[src/rtl/unified_mem_arbiter_pkg.sv]
// unified_mem_arbiter_pkg: shared state encoding and default latency for the unified memory arbiter.
package unified_mem_arbiter_pkg;
    typedef enum logic [1:0] {
        ARB_IDLE = 2'd0,
        ARB_DACC = 2'd1,
        ARB_IACC = 2'd2
    } arbState_t;
    localparam int DEF_MEM_LAT = 2;
endpackage

[src/rtl/unified_mem_arbiter_if.sv]
// unified_mem_arbiter_if: fetch, data and memory-side signals of the unified memory arbiter.
interface unified_mem_arbiter_if #(
    parameter int ADDR_W = 32,
    parameter int DATA_W = 32
);
    logic              if_req;
    logic [ADDR_W-1:0] if_addr;
    logic [DATA_W-1:0] if_rdata;
    logic              if_ready;
    logic              dm_rd;
    logic              dm_wr;
    logic [ADDR_W-1:0] dm_addr;
    logic [DATA_W-1:0] dm_wdata;
    logic [DATA_W-1:0] dm_rdata;
    logic              dm_ready;
    logic              mem_en;
    logic              mem_we;
    logic [ADDR_W-1:0] mem_addr;
    logic [DATA_W-1:0] mem_wdata;
    logic [DATA_W-1:0] mem_rdata;
    logic              pipe_stall;
    modport master (
        output if_req, if_addr, dm_rd, dm_wr, dm_addr, dm_wdata, mem_rdata,
        input  if_rdata, if_ready, dm_rdata, dm_ready, mem_en, mem_we, mem_addr, mem_wdata, pipe_stall
    );
    modport slave (
        input  if_req, if_addr, dm_rd, dm_wr, dm_addr, dm_wdata, mem_rdata,
        output if_rdata, if_ready, dm_rdata, dm_ready, mem_en, mem_we, mem_addr, mem_wdata, pipe_stall
    );
endinterface

[src/rtl/unified_mem_arbiter_mem_lat_counter.sv]
// mem_lat_counter: loadable down-counter timing one memory access; done marks the last access cycle.
module mem_lat_counter (
    input  logic       clk,
    input  logic       reset,
    input  logic       load,
    input  logic       active,
    input  logic [3:0] value,
    output logic       done
);
    logic [3:0] cnt;
    always_ff @(posedge clk or negedge reset)
        if (!reset) cnt <= 4'd0;
        else cnt <= load ? value : (active && cnt != 4'd0) ? cnt - 4'd1 : cnt;
    assign done = active && cnt == 4'd0;
endmodule

[src/rtl/unified_mem_arbiter.sv]
// unified_mem_arbiter: shares one single-ported memory between fetch and data ports, data first, fetch never starved.
module unified_mem_arbiter
    import unified_mem_arbiter_pkg::*;
#(
    parameter int ADDR_W  = 32,
    parameter int DATA_W  = 32,
    parameter int MEM_LAT = DEF_MEM_LAT
) (
    input logic clk,
    input logic reset,
    unified_mem_arbiter_if.slave bus
);
    arbState_t state, nextState;
    logic lastD, isRead, done, dOk, iOk, grantD, grantI;
    logic memEn, memWe, ifReady, dmReady;
    logic [ADDR_W-1:0] memAddr, grantAddr;
    logic [DATA_W-1:0] memWdata, ifRdata, dmRdata;
    // The just-completed request is still asserted during its ready cycle and must not re-arbitrate.
    assign dOk = (bus.dm_rd | bus.dm_wr) & ~dmReady;
    assign iOk = bus.if_req & ~ifReady;
    always_comb begin
        grantD    = state == ARB_IDLE && dOk && !(iOk && lastD);
        grantI    = state == ARB_IDLE && iOk && !grantD;
        grantAddr = grantD ? bus.dm_addr : bus.if_addr;
        nextState = grantD ? ARB_DACC : grantI ? ARB_IACC : done ? ARB_IDLE : state;
    end
    mem_lat_counter u_cnt (
        .clk    (clk),
        .reset  (reset),
        .load   (grantD | grantI),
        .active (state != ARB_IDLE),
        .value  (4'(MEM_LAT - 1)),
        .done   (done)
    );
    always_ff @(posedge clk or negedge reset)
        if (!reset) begin
            state    <= ARB_IDLE;
            lastD    <= 1'b0;
            isRead   <= 1'b0;
            memEn    <= 1'b0;
            memWe    <= 1'b0;
            memAddr  <= '0;
            memWdata <= '0;
            ifRdata  <= '0;
            dmRdata  <= '0;
            ifReady  <= 1'b0;
            dmReady  <= 1'b0;
        end else begin
            state   <= nextState;
            ifReady <= done && state == ARB_IACC;
            dmReady <= done && state == ARB_DACC;
            if (grantD || grantI) begin
                lastD    <= grantD;
                isRead   <= grantD && bus.dm_rd;
                memEn    <= 1'b1;
                memWe    <= grantD && bus.dm_wr;
                memAddr  <= grantAddr;
                memWdata <= bus.dm_wdata;
            end else if (done) begin
                memEn <= 1'b0;
                memWe <= 1'b0;
            end
            if (done && state == ARB_DACC && isRead) dmRdata <= bus.mem_rdata;
            if (done && state == ARB_IACC) ifRdata <= bus.mem_rdata;
        end
    assign bus.mem_en     = memEn;
    assign bus.mem_we     = memWe;
    assign bus.mem_addr   = memAddr;
    assign bus.mem_wdata  = memWdata;
    assign bus.if_rdata   = ifRdata;
    assign bus.dm_rdata   = dmRdata;
    assign bus.if_ready   = ifReady;
    assign bus.dm_ready   = dmReady;
    assign bus.pipe_stall = iOk | dOk;
endmodule
[src/flat_wrapper.sv]
// flat-port wrapper written by rule: the top's interface ports become plain ports
module unified_mem_arbiter_flat import unified_mem_arbiter_pkg::*;
#(
    parameter int ADDR_W  = 32,
    parameter int DATA_W  = 32,
    parameter int MEM_LAT = DEF_MEM_LAT
)
  (clk, reset, bus_if_req, bus_if_addr, bus_dm_rd, bus_dm_wr, bus_dm_addr, bus_dm_wdata, bus_mem_rdata, bus_if_rdata, bus_if_ready, bus_dm_rdata, bus_dm_ready, bus_mem_en, bus_mem_we, bus_mem_addr, bus_mem_wdata, bus_pipe_stall);
  unified_mem_arbiter_if #(.ADDR_W(ADDR_W), .DATA_W(DATA_W)) bus_i ();
  input logic clk;
  input logic reset;
  input wire logic [$bits(bus_i.if_req)-1:0] bus_if_req;
  input wire logic [$bits(bus_i.if_addr)-1:0] bus_if_addr;
  input wire logic [$bits(bus_i.dm_rd)-1:0] bus_dm_rd;
  input wire logic [$bits(bus_i.dm_wr)-1:0] bus_dm_wr;
  input wire logic [$bits(bus_i.dm_addr)-1:0] bus_dm_addr;
  input wire logic [$bits(bus_i.dm_wdata)-1:0] bus_dm_wdata;
  input wire logic [$bits(bus_i.mem_rdata)-1:0] bus_mem_rdata;
  output wire logic [$bits(bus_i.if_rdata)-1:0] bus_if_rdata;
  output wire logic [$bits(bus_i.if_ready)-1:0] bus_if_ready;
  output wire logic [$bits(bus_i.dm_rdata)-1:0] bus_dm_rdata;
  output wire logic [$bits(bus_i.dm_ready)-1:0] bus_dm_ready;
  output wire logic [$bits(bus_i.mem_en)-1:0] bus_mem_en;
  output wire logic [$bits(bus_i.mem_we)-1:0] bus_mem_we;
  output wire logic [$bits(bus_i.mem_addr)-1:0] bus_mem_addr;
  output wire logic [$bits(bus_i.mem_wdata)-1:0] bus_mem_wdata;
  output wire logic [$bits(bus_i.pipe_stall)-1:0] bus_pipe_stall;
  assign bus_i.if_req = bus_if_req;
  assign bus_i.if_addr = bus_if_addr;
  assign bus_i.dm_rd = bus_dm_rd;
  assign bus_i.dm_wr = bus_dm_wr;
  assign bus_i.dm_addr = bus_dm_addr;
  assign bus_i.dm_wdata = bus_dm_wdata;
  assign bus_i.mem_rdata = bus_mem_rdata;
  assign bus_if_rdata = bus_i.if_rdata;
  assign bus_if_ready = bus_i.if_ready;
  assign bus_dm_rdata = bus_i.dm_rdata;
  assign bus_dm_ready = bus_i.dm_ready;
  assign bus_mem_en = bus_i.mem_en;
  assign bus_mem_we = bus_i.mem_we;
  assign bus_mem_addr = bus_i.mem_addr;
  assign bus_mem_wdata = bus_i.mem_wdata;
  assign bus_pipe_stall = bus_i.pipe_stall;
  unified_mem_arbiter #(.ADDR_W(ADDR_W), .DATA_W(DATA_W), .MEM_LAT(MEM_LAT)) u_core (.clk(clk), .reset(reset), .bus(bus_i));
endmodule
[config.mk]
export PLATFORM = sky130hd
export DESIGN_NAME = unified_mem_arbiter_flat
export DESIGN_NICKNAME = d
export VERILOG_FILES = /design/src/rtl/unified_mem_arbiter_pkg.sv /design/src/rtl/unified_mem_arbiter_if.sv /design/src/rtl/unified_mem_arbiter_mem_lat_counter.sv /design/src/rtl/unified_mem_arbiter.sv /design/src/flat_wrapper.sv
export SDC_FILE = /design/constraint.sdc
export NUM_CORES = 1
export LEC_CHECK = 0
export CAP_MARGIN = 5
export CORE_ASPECT_RATIO = 1.75
export CORE_MARGIN = 3
export CORE_UTILIZATION = 37
export CTS_CLUSTER_DIAMETER = 60
export DETAILED_ROUTE_END_ITERATION = 10
export GPL_TIMING_DRIVEN = 0
export PLACE_DENSITY = 0.76
export RECOVER_POWER = 50
export SLEW_MARGIN = 5
export SYNTH_ARGS = -nofsm -noshare
export SYNTH_HDL_FRONTEND = slang
export SYNTH_SLANG_ARGS = --single-unit
[constraint.sdc]
create_clock -name clk -period 2.2 [get_ports clk]
set_clock_uncertainty 0.15 [all_clocks]
set_input_delay 0.22 -clock clk [delete_from_list [all_inputs] [get_ports clk]]
set_output_delay 0.22 -clock clk [all_outputs]
set_load 0.03 [all_outputs]
==> reports/metrics.cfg <==
[sta]
hold_viol = 0
drv_slew = 0
tightestPinTransition_ns = 1.11
max-slew-margin-rel_pct = 25.9
layout_setup_ws_ns = -0.0671
setup-violations-final = 32
finalHoldWorstSlack_ns = 0.277
rsz0062_at_grt = yes
max_freq_mhz = 441
post-route-min-period_ns = 2.27
min_period_over_period_pct = 103

[die]
core_region_area_um2 = 15000
die_w_um = 99.8
die_h_um = 170
boundaryPins = 266
fp.dieArea_um2 = 17000
initial_utilization_pct = 38.0
rows = 59

[route]
drt.antenna.violating_nets = 0
first_pass_iters = 4
first_iter_violations = 86
dr_total_vias = 4275
wire_per_inst_um = 17.9
drt-total-wl_um = 15800
routed_via_density = 4.83
drc = 0

[setup_path]
path_max_fanout = 7
cpMaxStageDelayCell = or3b_4
crit_start = u_core.u_cnt.cnt[0]$_DFFE_PN0P_
reg2reg_to = u_core.bus.if_rdata[7]$_DFFE_PN0P_
worst-setup-path-type = reg2reg
end_kind = flop
crit_path_start_kind = flop
cpPeakStageDelay_ns = 0.39
reg2reg_depth = 7
required_ns = 2.33
path_cells = inv_2 -> ha_4 -> or3b_4 -> or3b_4 -> buf_12 -> clkbuf_16 -> mux2_4
arrival_ns = 2.39
r2r_start = u_core.u_cnt.cnt[0]$_DFFE_PN0P_
crit_end = u_core.bus.if_rdata[7]$_DFFE_PN0P_
cp_num_cells = 7
reg2reg_slack_ns = -0.07
crit_top_cell = or3b_4
cp_top_family = simple AND/OR/NAND/NOR gates
critPathBufInv = 3

[status]
status = finished, violations left
violations = setup timing

[yosys]
yosysSeqAreaShare_pct = 61.6
yosys-top-cells-area = dfrtp_1, mux2_2, mux2_4
synth_most_common_cell = dfrtp_1
yosys.area.top_type_share_pct = 61.6
synthFlopType = dfrtp_1
ys_warn_count = 0
netlist_top_cells_count = dfrtp_1, mux2_2, nor2_1
synth-seq-cells = 140
syn_avg_cell_area_um2 = 14.4
synth_nets = 528
synth_edf_count = 0
synthArstFlopShare_pct = 100
netlist_instances = 394
netlist-cell-type-count = 28
synth_area_um2 = 5690
synth_top_area_cell = dfrtp_1

[clock_tree]
cts_buffer_depth = 2
root_buffer = clkbuf_16
worst_setup_hold_path_clk_slew_ns = 0.07
htree_levels = 4
cts_tree = yes
cts_sinks = 140
clock_latency_ns = 0.40
cts_buffers = 17

[final_layout]
drive_gt1_share_pct = 23.4
fillers = 1176
fin_area_um2 = 9380
syn_to_final_growth_pct = 64.7
nets = 823
layout.cells.non_filler = 885
n_antenna_cell = 0

[power_and_ir_drop]
power_density_nw_per_um2 = 1710
p_leak_nw = 4.11
ir_drop_mv = 0.737
finalPower_w = 0.0160

[run]
drv_cap = 0

[global_route]
grt_max_degree = 99
grt_first_pass_wirelength_um = 24900
grt_pass1_vias = 4772
grt_remaining_overflow = 0
antenna_found_initial = 0
grt_use_total_pct = 18.7

[worst_hold_path]
hold_path.class = in2reg

[placement]
postPlaceCellArea_um2 = 8600
dp_hpwl_um = 11900
io_buffers = 265
place.gp.congestion = 0.759
dp.cells = 843

## worst reg2reg max path, cell delays in order (launching register included)
cell and delay (ns):
dfrtp_1 0.38, inv_2 0.08, ha_4 0.13, or3b_4 0.39, or3b_4 0.40, buf_12 0.16, clkbuf_16 0.17, mux2_4 0.29
## metal layers
metal | global-route usage (%) | share of wire (%) | vias to the layer above
li1 | - | - | 1969
met1 | 19.3 | 35 | 2106
met2 | 35.0 | 56 | 178
met3 | 5.58 | 7.2 | 22
met4 | 6.60 | 2.2 | 0
met5 | 0 | 0 | -
## worst min-delay path by stage
stage | from | endpoint | slack [ns] | depth (start not counted)
after floorplan | reset | u_core.bus.dm_rdata[0]$_DFFE_PN0P_ | -0.23 | 0
after global placement | u_core.lastD$_DFFE_PN0P_ | u_core.lastD$_DFFE_PN0P_ | 0.31 | 1
after detailed placement | reset | u_core.bus.if_rdata[29]$_DFFE_PN0P_ | 0.02 | 1
after CTS | reset | u_core.bus.if_rdata[29]$_DFFE_PN0P_ | 0.17 | 2
after global routing | bus_dm_wdata[16] | u_core.bus.mem_wdata[16]$_DFFE_PN0P_ | 0.26 | 2
final | bus_dm_wdata[19] | u_core.bus.mem_wdata[19]$_DFFE_PN0P_ | 0.28 | 2
## sequential cells by signal, indices dropped and copies added (netlist names)
signal / flops
u_core.bus.if_rdata: 32
u_core.bus.mem_addr: 32
u_core.bus.mem_wdata: 32
u_core.bus.mem_en: 1
u_core.bus.dm_rdata: 32
u_core.isRead: 1
u_core.lastD: 1
u_core.bus.dm_ready: 1
u_core.bus.mem_we: 1
u_core.state: 2
u_core.bus.if_ready: 1
u_core.u_cnt.cnt: 4
## layout make-up
type,count,area [µm²],area share [%]
Buffer,21,171,1.83
Clock buffer,20,437,4.66
Clock inverter,12,161,1.72
Inverter,3,11.3,0.120
Multi-Input combinational cell,229,2060,22.0
Sequential cell,140,3500,37.4
Tap cell,183,229,2.44
Timing Repair Buffer,277,2800,29.9
## cells in the final DEF, fill, tap and decap left out, drive strengths merged, types with 3 or more instances in the layout
cell type and n:
buf 23, bufinv 3, a21o 3, clkinvlp 3
inv 7, clkbuf 30, o21ai 5, a22o 4
a21oi 33, dfrtp 140, nand2 6, mux2i 32
nor2 35, clkdlybuf4s50 263, mux2 96
## kinds of logic (layout without fill, tap and decap cells)
kind of cell / Yosys count / in the layout / synth area share [%]
fa+ha+maj: 1 / 1 / 0.220
simple gates: 52 / 52 / 4.00
flops: 140 / 140 / 61.6
compound gates: 48 / 48 / 4.81
mux: 128 / 128 / 26.5
buf+inv: 25 / 333 / 2.88
## metrics by stage
step                      util, %  setup WS [ns]  TNS [ns]
after floorplan                 -        -0.0917     -2.64
after global placement       57.2          -4.61   -678.82
after detailed placement     57.4         -0.546    -40.12
after CTS                    61.9         -0.133     -6.23
after global routing         62.6         -0.119     -5.25
final                        62.6        -0.0671     -1.34
## timing repair
item	in CTS	in global routing
setup endpoints to repair	129	65
buffers inserted	5	2
gates cloned	0	3
resized for setup	13	10
hold buffers	1	0
endpoints found under the hold margin	42	0
## power breakdown
group	internal, W	switching, W	total [W]
registers	0.00387	0.000691	0.00456
clock network	0.00180	0.00112	0.00292
logic	0.00399	0.00452	0.00852
Note: power is estimated with default switching activity, not from simulation.
